--- src/rtl/fb_write_packer_if.sv ---
// Write-word channel from the framebuffer packer to the DDR3 request arbiter.
// The packer is the master (drives valid/addr/data/mask); the arbiter is the
// slave and answers with ready.
interface fb_write_packer_if #(
  parameter int ADDR_BITS = 18,
  parameter int WORD_BITS = 72,
  parameter int MASK_BITS = 4
);
  logic                 wr_valid;
  logic                 wr_ready;
  logic [ADDR_BITS-1:0] wr_addr;
  logic [WORD_BITS-1:0] wr_data;
  logic [MASK_BITS-1:0] wr_mask;

  modport master (
    output wr_valid,
    output wr_addr,
    output wr_data,
    output wr_mask,
    input  wr_ready
  );

  modport slave (
    input  wr_valid,
    input  wr_addr,
    input  wr_data,
    input  wr_mask,
    output wr_ready
  );
endinterface

--- src/rtl/fb_write_packer.sv ---
// Framebuffer write-side front end: tracks frame position of the renderer pixel
// stream, packs PIX_PER_WORD pixels into one DDR3 write word and queues finished
// words in a small FIFO presented over a valid/ready channel. Never stalls the
// renderer; words that find the FIFO full are dropped and flagged in overflow.
module fb_write_packer #(
  parameter int COLOR_BITS   = 18,
  parameter int PIX_PER_WORD = 4,
  parameter int ADDR_BITS    = 18,
  parameter int FIFO_DEPTH   = 8
) (
  input  logic                  clk,
  input  logic                  rst_n,
  input  logic [10:0]           fb_width,
  input  logic [9:0]            fb_height,
  input  logic                  fb_vsync,
  input  logic                  fb_we,
  input  logic [COLOR_BITS-1:0] fb_data,
  fb_write_packer_if.master     wr,
  output logic                  frame_done,
  output logic                  overflow
);

  localparam int LANE_W = $clog2(PIX_PER_WORD);
  localparam int IDX_W  = ADDR_BITS + LANE_W;
  localparam int WORD_W = PIX_PER_WORD * COLOR_BITS;
  localparam int PTR_W  = $clog2(FIFO_DEPTH);
  localparam int CNT_W  = PTR_W + 1;

  typedef enum logic {
    WAIT_VSYNC = 1'b0,
    ACTIVE     = 1'b1
  } state_t;

  typedef struct packed {
    logic [ADDR_BITS-1:0]    addr;
    logic [WORD_W-1:0]       data;
    logic [PIX_PER_WORD-1:0] mask;
  } word_t;

  // Control state (async reset)
  state_t                  state_q, state_d;
  logic [10:0]             width_q, width_d;
  logic [9:0]              height_q, height_d;
  logic [10:0]             x_q, x_d;
  logic [9:0]              y_q, y_d;
  logic [IDX_W-1:0]        idx_q, idx_d;
  logic [PIX_PER_WORD-1:0] pmask_q, pmask_d;
  logic                    frame_done_q, frame_done_d;
  logic                    overflow_q, overflow_d;
  logic [PTR_W-1:0]        wptr_q, wptr_d;
  logic [PTR_W-1:0]        rptr_q, rptr_d;
  logic [CNT_W-1:0]        cnt_q, cnt_d;

  // Datapath state (no reset; qualified by pmask / cnt)
  logic [WORD_W-1:0]       pdata_q, pdata_d;
  logic [ADDR_BITS-1:0]    paddr_q, paddr_d;
  word_t                   mem_q [FIFO_DEPTH];
  word_t                   mem_d [FIFO_DEPTH];

  // Push requests from the packer: push_a flushes a partial word on vsync,
  // push_b carries the word completed by the current pixel. Both can occur in
  // one cycle only for a 1x1 frame started while a partial word was pending.
  logic                    push_a, push_b;
  word_t                   word_a, word_b;
  logic [LANE_W-1:0]       lane_c;
  logic                    last_c;

  logic                    pop;
  logic [CNT_W-1:0]        avail;
  logic                    acc_a, acc_b;
  word_t                   head;

  // Frame tracking and pixel packing: vsync actions first, then the pixel.
  always_comb begin
    state_d      = state_q;
    width_d      = width_q;
    height_d     = height_q;
    x_d          = x_q;
    y_d          = y_q;
    idx_d        = idx_q;
    pmask_d      = pmask_q;
    pdata_d      = pdata_q;
    paddr_d      = paddr_q;
    frame_done_d = 1'b0;
    push_a       = 1'b0;
    push_b       = 1'b0;
    word_a       = '0;
    word_b       = '0;
    lane_c       = '0;
    last_c       = 1'b0;

    if (fb_vsync) begin
      width_d  = fb_width;
      height_d = fb_height;
      state_d  = ACTIVE;
      if (pmask_q != '0) begin
        push_a = 1'b1;
        word_a = '{addr: paddr_q, data: pdata_q, mask: pmask_q};
      end
      idx_d   = '0;
      x_d     = '0;
      y_d     = '0;
      pmask_d = '0;
    end

    if (fb_we && (state_d == ACTIVE)) begin
      lane_c = idx_d[LANE_W-1:0];
      if (lane_c == '0) begin
        paddr_d = idx_d[IDX_W-1:LANE_W];
        pmask_d = '0;
      end
      for (int i = 0; i < PIX_PER_WORD; i++) begin
        if (lane_c == LANE_W'(i)) begin
          pdata_d[i*COLOR_BITS +: COLOR_BITS] = fb_data;
          pmask_d[i]                          = 1'b1;
        end
      end
      last_c = (x_d == width_d - 11'd1) && (y_d == height_d - 10'd1);
      if ((lane_c == LANE_W'(PIX_PER_WORD - 1)) || last_c) begin
        push_b  = 1'b1;
        word_b  = '{addr: paddr_d, data: pdata_d, mask: pmask_d};
        pmask_d = '0;
      end
      if (last_c) begin
        idx_d        = '0;
        x_d          = '0;
        y_d          = '0;
        frame_done_d = 1'b1;
      end else begin
        idx_d = idx_d + IDX_W'(1);
        if (x_d == width_d - 11'd1) begin
          x_d = '0;
          y_d = y_d + 10'd1;
        end else begin
          x_d = x_d + 11'd1;
        end
      end
    end
  end

  // FIFO bookkeeping: a pop in the same cycle frees a slot for an incoming push.
  always_comb begin
    pop    = (cnt_q != '0) && wr.wr_ready;
    avail  = CNT_W'(FIFO_DEPTH) - cnt_q + CNT_W'(pop);
    acc_a  = push_a && (avail >= CNT_W'(1));
    acc_b  = push_b && (avail >= (acc_a ? CNT_W'(2) : CNT_W'(1)));
    mem_d  = mem_q;
    if (acc_a) begin
      mem_d[wptr_q] = word_a;
    end
    if (acc_b) begin
      mem_d[acc_a ? (wptr_q + PTR_W'(1)) : wptr_q] = word_b;
    end
    wptr_d     = wptr_q + PTR_W'(acc_a) + PTR_W'(acc_b);
    rptr_d     = rptr_q + PTR_W'(pop);
    cnt_d      = cnt_q + CNT_W'(acc_a) + CNT_W'(acc_b) - CNT_W'(pop);
    overflow_d = overflow_q | (push_a && !acc_a) | (push_b && !acc_b);
  end

  // Control registers; reset discards any partial word and the FIFO contents.
  always_ff @(posedge clk or negedge rst_n) begin
    if (!rst_n) begin
      state_q      <= WAIT_VSYNC;
      width_q      <= '0;
      height_q     <= '0;
      x_q          <= '0;
      y_q          <= '0;
      idx_q        <= '0;
      pmask_q      <= '0;
      frame_done_q <= 1'b0;
      overflow_q   <= 1'b0;
      wptr_q       <= '0;
      rptr_q       <= '0;
      cnt_q        <= '0;
    end else begin
      state_q      <= state_d;
      width_q      <= width_d;
      height_q     <= height_d;
      x_q          <= x_d;
      y_q          <= y_d;
      idx_q        <= idx_d;
      pmask_q      <= pmask_d;
      frame_done_q <= frame_done_d;
      overflow_q   <= overflow_d;
      wptr_q       <= wptr_d;
      rptr_q       <= rptr_d;
      cnt_q        <= cnt_d;
    end
  end

  // Word assembly buffer and FIFO storage.
  always_ff @(posedge clk) begin
    pdata_q <= pdata_d;
    paddr_q <= paddr_d;
    mem_q   <= mem_d;
  end

  // Head presentation is gated by valid so the bus reads zero while empty.
  always_comb begin
    head        = mem_q[rptr_q];
    wr.wr_valid = (cnt_q != '0);
    wr.wr_addr  = wr.wr_valid ? head.addr : '0;
    wr.wr_data  = wr.wr_valid ? head.data : '0;
    wr.wr_mask  = wr.wr_valid ? head.mask : '0;
  end

  assign frame_done = frame_done_q;
  assign overflow   = overflow_q;

endmodule

--- src/flat_wrapper.sv ---
// flat-port wrapper written by rule: the top's interface ports become plain ports
module fb_write_packer_flat 
#(
  parameter int COLOR_BITS   = 18,
  parameter int PIX_PER_WORD = 4,
  parameter int ADDR_BITS    = 18,
  parameter int FIFO_DEPTH   = 8
)
  (clk, rst_n, fb_width, fb_height, fb_vsync, fb_we, fb_data, frame_done, overflow, wr_wr_valid, wr_wr_addr, wr_wr_data, wr_wr_mask, wr_wr_ready);
  fb_write_packer_if #(.ADDR_BITS(ADDR_BITS), .WORD_BITS(72), .MASK_BITS(4)) wr_i ();
  input  logic clk;
  input  logic rst_n;
  input  logic [10:0] fb_width;
  input  logic [9:0] fb_height;
  input  logic fb_vsync;
  input  logic fb_we;
  input  logic [COLOR_BITS-1:0] fb_data;
  output logic frame_done;
  output logic overflow;
  output wire logic [$bits(wr_i.wr_valid)-1:0] wr_wr_valid;
  output wire logic [$bits(wr_i.wr_addr)-1:0] wr_wr_addr;
  output wire logic [$bits(wr_i.wr_data)-1:0] wr_wr_data;
  output wire logic [$bits(wr_i.wr_mask)-1:0] wr_wr_mask;
  input wire logic [$bits(wr_i.wr_ready)-1:0] wr_wr_ready;
  assign wr_wr_valid = wr_i.wr_valid;
  assign wr_wr_addr = wr_i.wr_addr;
  assign wr_wr_data = wr_i.wr_data;
  assign wr_wr_mask = wr_i.wr_mask;
  assign wr_i.wr_ready = wr_wr_ready;
  fb_write_packer #(.COLOR_BITS(COLOR_BITS), .PIX_PER_WORD(PIX_PER_WORD), .ADDR_BITS(ADDR_BITS), .FIFO_DEPTH(FIFO_DEPTH)) u_core (.clk(clk), .rst_n(rst_n), .fb_width(fb_width), .fb_height(fb_height), .fb_vsync(fb_vsync), .fb_we(fb_we), .fb_data(fb_data), .wr(wr_i), .frame_done(frame_done), .overflow(overflow));
endmodule
--- config.mk ---
export PLATFORM = sky130hd
export DESIGN_NAME = fb_write_packer_flat
export DESIGN_NICKNAME = d
export VERILOG_FILES = /design/src/rtl/fb_write_packer_if.sv /design/src/rtl/fb_write_packer.sv /design/src/flat_wrapper.sv
export SDC_FILE = /design/constraint.sdc
export NUM_CORES = 2
export LEC_CHECK = 0
export ABC_AREA = 1
export BUFFER_PORTS_ARGS = -buffer_cell sky130_fd_sc_hd__buf_2
export CORE_ASPECT_RATIO = 2
export CORE_UTILIZATION = 60
export DETAILED_ROUTE_END_ITERATION = 8
export GPL_TIMING_DRIVEN = 0
export PLACE_DENSITY = 0.77
export SYNTH_ARGS = -nofsm -noshare
export SYNTH_HDL_FRONTEND = slang
export SYNTH_SLANG_ARGS = --single-unit
export TNS_END_PERCENT = 100
--- constraint.sdc ---
create_clock -name clk -period 9.8 [get_ports clk]
set_input_delay 2.94 -clock clk [delete_from_list [all_inputs] [get_ports clk]]
set_output_delay 2.94 -clock clk [all_outputs]
set_load 0.05 [all_outputs]
==> qor.csv, run 1 <==
stage,metric,value,unit
logic_synthesis,syn-num-nets,7740,
place,io_buffers,140,
logic_synthesis,ys.flop_type,dfxtp_1,
clock_tree,cts_buffers,85,
logic_synthesis,avgSynthCellArea,6.60,um^2
die,start_util,60.6,%
clock_tree,htree_levels,3,
die,die_x,207,um
die,rows,150,
clock_tree,postCtsHoldBufs,0,
logic_synthesis,ys_types,45,
grt,grt_use_total,54.3,%
clock_tree,cts-resized-gates,0,
grt,overflow,4,
logic_synthesis,synthesis.area,50600,um^2
logic_synthesis,ys_seq_elements,921,
logic_synthesis,ys_seq_area_share,39.0,%
clock_tree,cts_root_buffer,clkbuf_16,
clock_tree,cts.sink_count,921,
logic_synthesis,syn_inst,7672,
logic_synthesis,ys_warn_count,0,
logic_synthesis,async_reset_ff_share,8.58,%
status,status,aborted with a tool error,
grt,grt_max_degree,67,
status,toolErrorMsg,[ERROR GRT-0116] Global routing finished with congestion. Check the congestion regions in the DRC Viewer.,
place,dp.final_hpwl,167000,um
place,routabilityCongestion,1.06,
die,die_h,413,um
place,postPlaceCellArea,52800,um^2
grt,grt_pass1_vias,57200,
grt,grt_first_pass_wirelength,349000,um
clock_tree,cts_setup_buffers,0,
clock_tree,clockBufferDepth,3,
status,failing_step,global routing (5_1_grt),
logic_synthesis,synth_edf_count,90,
die,ioPinCount,141,
==> kinds of logic after synthesis <==
family                     Yosys count  share of synthesized area [%]
and+or+nand+nor                   4325                           36.3
AOI/OAI and AO/OA                 1400                           14.8
xor gates and xnor gates            20                          0.346
adders and majority gates           24                          0.638
DFF                                921                           39.0
muxes                               75                           1.57
buffers and inverters              907                           7.38
==> routing by layer <==
layer / track usage, % / GRT overflow
met1: 53.3 / 0
met2: 85.5 / 2
met3: 19.2 / 1
met4: 59.5 / 1
met5: 1.87 / 0
==> cells in the mapped netlist (2+ instances only) <==
master       n  area share (%)
nand3_2      6            0.12
nand4_1    744             9.2
o21a_1       2           0.030
o21ai_2      2           0.035
clkbuf_1   545             4.0
nand3_1    105             1.0
and3_1       2           0.025
nor2_4       2           0.044
or2_2        5           0.062
nor3b_1      2           0.030
buf_6        7            0.16
xor2_1      14            0.24
a31oi_1     94             1.2
nor2_1     566             4.2
fa_1         3            0.12
nand2_1   2859              21
a21oi_1     63            0.62
o22ai_1     54            0.67
xnor2_1      6            0.10
nand2_2      2           0.025
ha_1        21            0.52
o21ai_1     22            0.22
nor3_1      14            0.14
dfxtp_1    752              30
dfrtp_1     79             3.9
inv_1      212             1.6
o221ai_1    39            0.67
clkinv_1     2           0.015
buf_4       61            0.90
o211ai_1    52            0.77
nand3b_1     5           0.074
buf_1       26            0.19
inv_2       21            0.16
o21ai_0   1069              11
buf_2       32            0.32
nor2_2       8           0.099
a211oi_1     2           0.030
mux2i_1     39            0.77
mux2_2      36            0.80
edfxtp_1    90             5.3
nor4_1       3           0.037
==> metrics by stage <==
step                util (%)  hold WS, ns  setup WS (ns)  std cells
floorplan                  -        0.440           2.86       7672
CTS                     66.4        0.482           1.33       9037
global placement        63.1        0.451          0.263       8876
detailed placement      63.2        0.462          0.598       8880
==> run 2, diff against run 1 <==
--- a/config.mk
+++ b/config.mk
@@ -7,11 +7,10 @@
 export LEC_CHECK = 0
 export ABC_AREA = 1
 export BUFFER_PORTS_ARGS = -buffer_cell sky130_fd_sc_hd__buf_2
-export CORE_ASPECT_RATIO = 2
-export CORE_UTILIZATION = 60
+export CORE_UTILIZATION = 40
 export DETAILED_ROUTE_END_ITERATION = 8
 export GPL_TIMING_DRIVEN = 0
-export PLACE_DENSITY = 0.77
+export PLACE_DENSITY_LB_ADDON = 0.15
 export SYNTH_ARGS = -nofsm -noshare
 export SYNTH_HDL_FRONTEND = slang
 export SYNTH_SLANG_ARGS = --single-unit
==> run 2 against run 1 <==
The flow now finishes, with violations (design-rule violations, max-capacitance violations, max-slew violations). Synthesized cell count stayed put. Area after synthesis stayed put.
==> qor.csv, run 2 <==
stage,metric,value,unit,change
critical_path,worstPathArrival,9.04,ns,
cells_and_area,final_cells,9692,,
worst_hold_path,holdCritPathClass,flip-flop to flip-flop,,
logic_synthesis,ys_seq_elements,921,,unchanged
logic_synthesis,avgSynthCellArea,6.60,um^2,unchanged
critical_path,crit_path_start,wr_wr_ready,,
cells_and_area,post-route-util,45.5,%,
die,rows,130,,-13%
grt,antenna_found_initial,8,,
grt,grt_max_degree,56,,
clock_tree,htree_levels,3,,unchanged
sta,tightest_slew,1.67,ns,
logic_synthesis,ys_warn_count,0,,unchanged
sta,fin_ws,1.39,ns,
logic_synthesis,synth_area_leader_cell,dfxtp_1,,
logic_synthesis,ys_types,45,,unchanged
sta,skew,0.0396,ns,
detailed_routing,vias_per_cell,5.87,,
logic_synthesis,ys_seq_area_share,39.0,%,unchanged
die,start_util,40.3,%,-20 points
critical_path,worstPathMaxFanout,10,,
detailed_routing,drtIter0Drc,7209,,
die,ioPinCount,141,,unchanged
cells_and_area,largestRegisters,"u_core.mem_q x752, u_core.pdata_q x72, u_core.idx_q x20",,
detailed_routing,wire_per_inst,23.5,um,
sta,fmax,119,MHz,
clock_tree,cts_buffers,108,,+27%
critical_path,reg2regPathDepth,21,,
clock_tree,clk_latency,0.76,ns,
sta,fin_setup_tns,0,ns,
place,dp_slack,0.818,ns,+0.220 ns
logic_synthesis,synthTopCellsByCount,"nand2_1, o21ai_0, dfxtp_1, nand4_1, nor2_1",,
status,failed_checks,"design-rule violations, max-capacitance violations, max-slew violations",,
place,io_buffers,140,,unchanged
power,p_leak,0.0253,uW,
logic_synthesis,synth_edf_count,90,,unchanged
die,core_area,126000,um^2,
sta,max_slew_margin,-11.4,%,
cells_and_area,area_growth,12.8,%,
critical_path,cp.required,10.43,ns,
power,power.density,364,nW/um^2,
sta,slew_violations,95,,
cells_and_area,most-common-layout-cells,"nand2_1, o21ai_0, dfxtp_1, nand4_1, nor2_1",,
logic_synthesis,async_reset_ff_share,8.58,%,unchanged
clock_tree,clockBufferDepth,3,,unchanged
grt,grt_pass1_vias,51900,,
die,die_x,358,um,+72%
critical_path,rr_startpoint,u_core.cnt_q[2],,
logic_synthesis,yosysMostFrequentCell,nand2_1,,
logic_synthesis,syn_inst,7672,,unchanged
cells_and_area,n_fill_cell,13300,,
logic_synthesis,syn-num-nets,7740,,unchanged
place,routabilityCongestion,0.935,,-12%
clock_tree,postCtsHoldBufs,0,,unchanged
power,fin_total_pwr,20800,uW,
sta,rsz0062_at_grt,false,,
clock_tree,cts-resized-gates,0,,unchanged
detailed_routing,vias,56900,,
cells_and_area,layout.nets,7996,,
critical_path,rrSetupSlack,1.65,ns,
power,ir_drop,0.000375,V,
critical_path,endpoint_kind,flip-flop,,
cells_and_area,largest_register_ffs,752,,
grt,grt_first_pass_wirelength,335000,um,
cells_and_area,regMostFlops,u_core.mem_q,,
die,die_area,128000,um^2,
cells_and_area,final_common_cell,nand2_1,,
sta,hold_violations,0,,
detailed_routing,routed_wl,228000,um,
sta,period_share,85.8,%,
sta,layout_min_cycle_time,8.41,ns,
clock_tree,cts_tree,yes,,
detailed_routing,antenna_left,0,,
grt,overflow,0,,
job,drv_cap,9,,
logic_synthesis,synthTopCellsByArea,"dfxtp_1, nand2_1, o21ai_0",,
place,dp.final_hpwl,164000,um,-1.8%
detailed_routing,dr.pass1.iters,8,,
status,status,finished with violations,,
logic_synthesis,synthDominantCellAreaShare,29.7,%,unchanged
clock_tree,cts_root_buffer,clkbuf_16,,
grt,grt_use_total,34.7,%,
clock_tree,cts_setup_buffers,0,,unchanged
worst_hold_path,hold_path_startpoint,u_core.state_q,,
clock_tree,cts.sink_count,921,,unchanged
worst_hold_path,holdPathStages,1,,
logic_synthesis,ys.flop_type,dfxtp_1,,
die,die_h,358,um,-13%
sta,setup_viol,0,,
place,dpl.cell_count,9467,,+6.6%
logic_synthesis,synthesis.area,50600,um^2,unchanged
cells_and_area,drive_gt1_share,6.34,%,
critical_path,cp-start-kind,primary input,,
clock_tree,path_clk_slew,0.06,ns,
critical_path,critical_path_class,primary input to flip-flop,,
detailed_routing,drc,4,,
==> run 2: area by class of cell <==
| cell class | count | area [um^2] | area share [%] |
|---|---|---|---|
| timing repair buffer | 146 | 802 | 1.40 |
| tap | 1650 | 2060 | 3.61 |
| clock inverter | 37 | 363 | 0.635 |
| inverter | 235 | 882 | 1.54 |
| multi-input combinational | 5844 | 27200 | 47.6 |
| sequential | 921 | 19700 | 34.5 |
| antenna | 28 | 70.1 | 0.123 |
| clock buffer | 159 | 3150 | 5.51 |
| buffer | 672 | 2880 | 5.03 |
==> run 2: path summary, 6_finish.rpt <==
kind | endpoint
max | u_core.mem_q[80]
min | u_core.state_q
max reg2reg | u_core.mem_q[80]
min reg2reg | u_core.state_q
max in group asynchronous | u_core.wptr_q[0]
min in group asynchronous | u_core.x_q[3]
==> run 2: layer usage <==
layer  track usage [%]  wire (um)  up-vias
met5             0.630        276        -
li1                  -          -    26400
met1              45.4      93800    27000
met4              18.7      13100       10
met2              52.4      98800     2869
met3              8.43      22200      578
==> run 2: metrics by stage <==
step,hold slack [ns],instance area [um^2]
final,0.473,57100
after CTS,0.475,57000
after global placement,0.457,53400
after detailed placement,0.454,53500
after global routing,0.509,57100
after floorplan,0.440,50600
==> run 2: critical path: stages <==
cell      delay (ns)
buf_2           0.10
nand2_1         0.08
ha_1            0.23
inv_1           0.10
ha_1            0.17
xor2_1          0.15
nand3_1         0.11
nor3_1          1.04
nor2_2          0.13
inv_1           0.42
nand2_1         0.09
o21ai_1         0.19
nand2_1         0.12
nor2_1          0.94
nand3_1         1.40
clkbuf_1        0.59
nand2_1         0.14
nand2_1         0.06
==> run 2: cell families after synthesis <==
| logic type | Yosys count | share of synthesized area, % |
|---|---|---|
| AND/OR/NAND/NOR | 4325 | 36.3 |
| AO/OA/AOI/OAI | 1400 | 14.8 |
| buffers and inverters | 907 | 7.38 |
| adder cells (fa/ha/maj) | 24 | 0.638 |
| XOR/XNOR | 20 | 0.346 |
| multiplexers | 75 | 1.57 |
| flip-flops | 921 | 39.0 |
==> run 2: where the power goes <==
group | internal (uW) | switching, uW
sequential | 5120 | 624
clock | 2370 | 1790
combinational | 2650 | 8260
(Power assumes the default switching activity.)
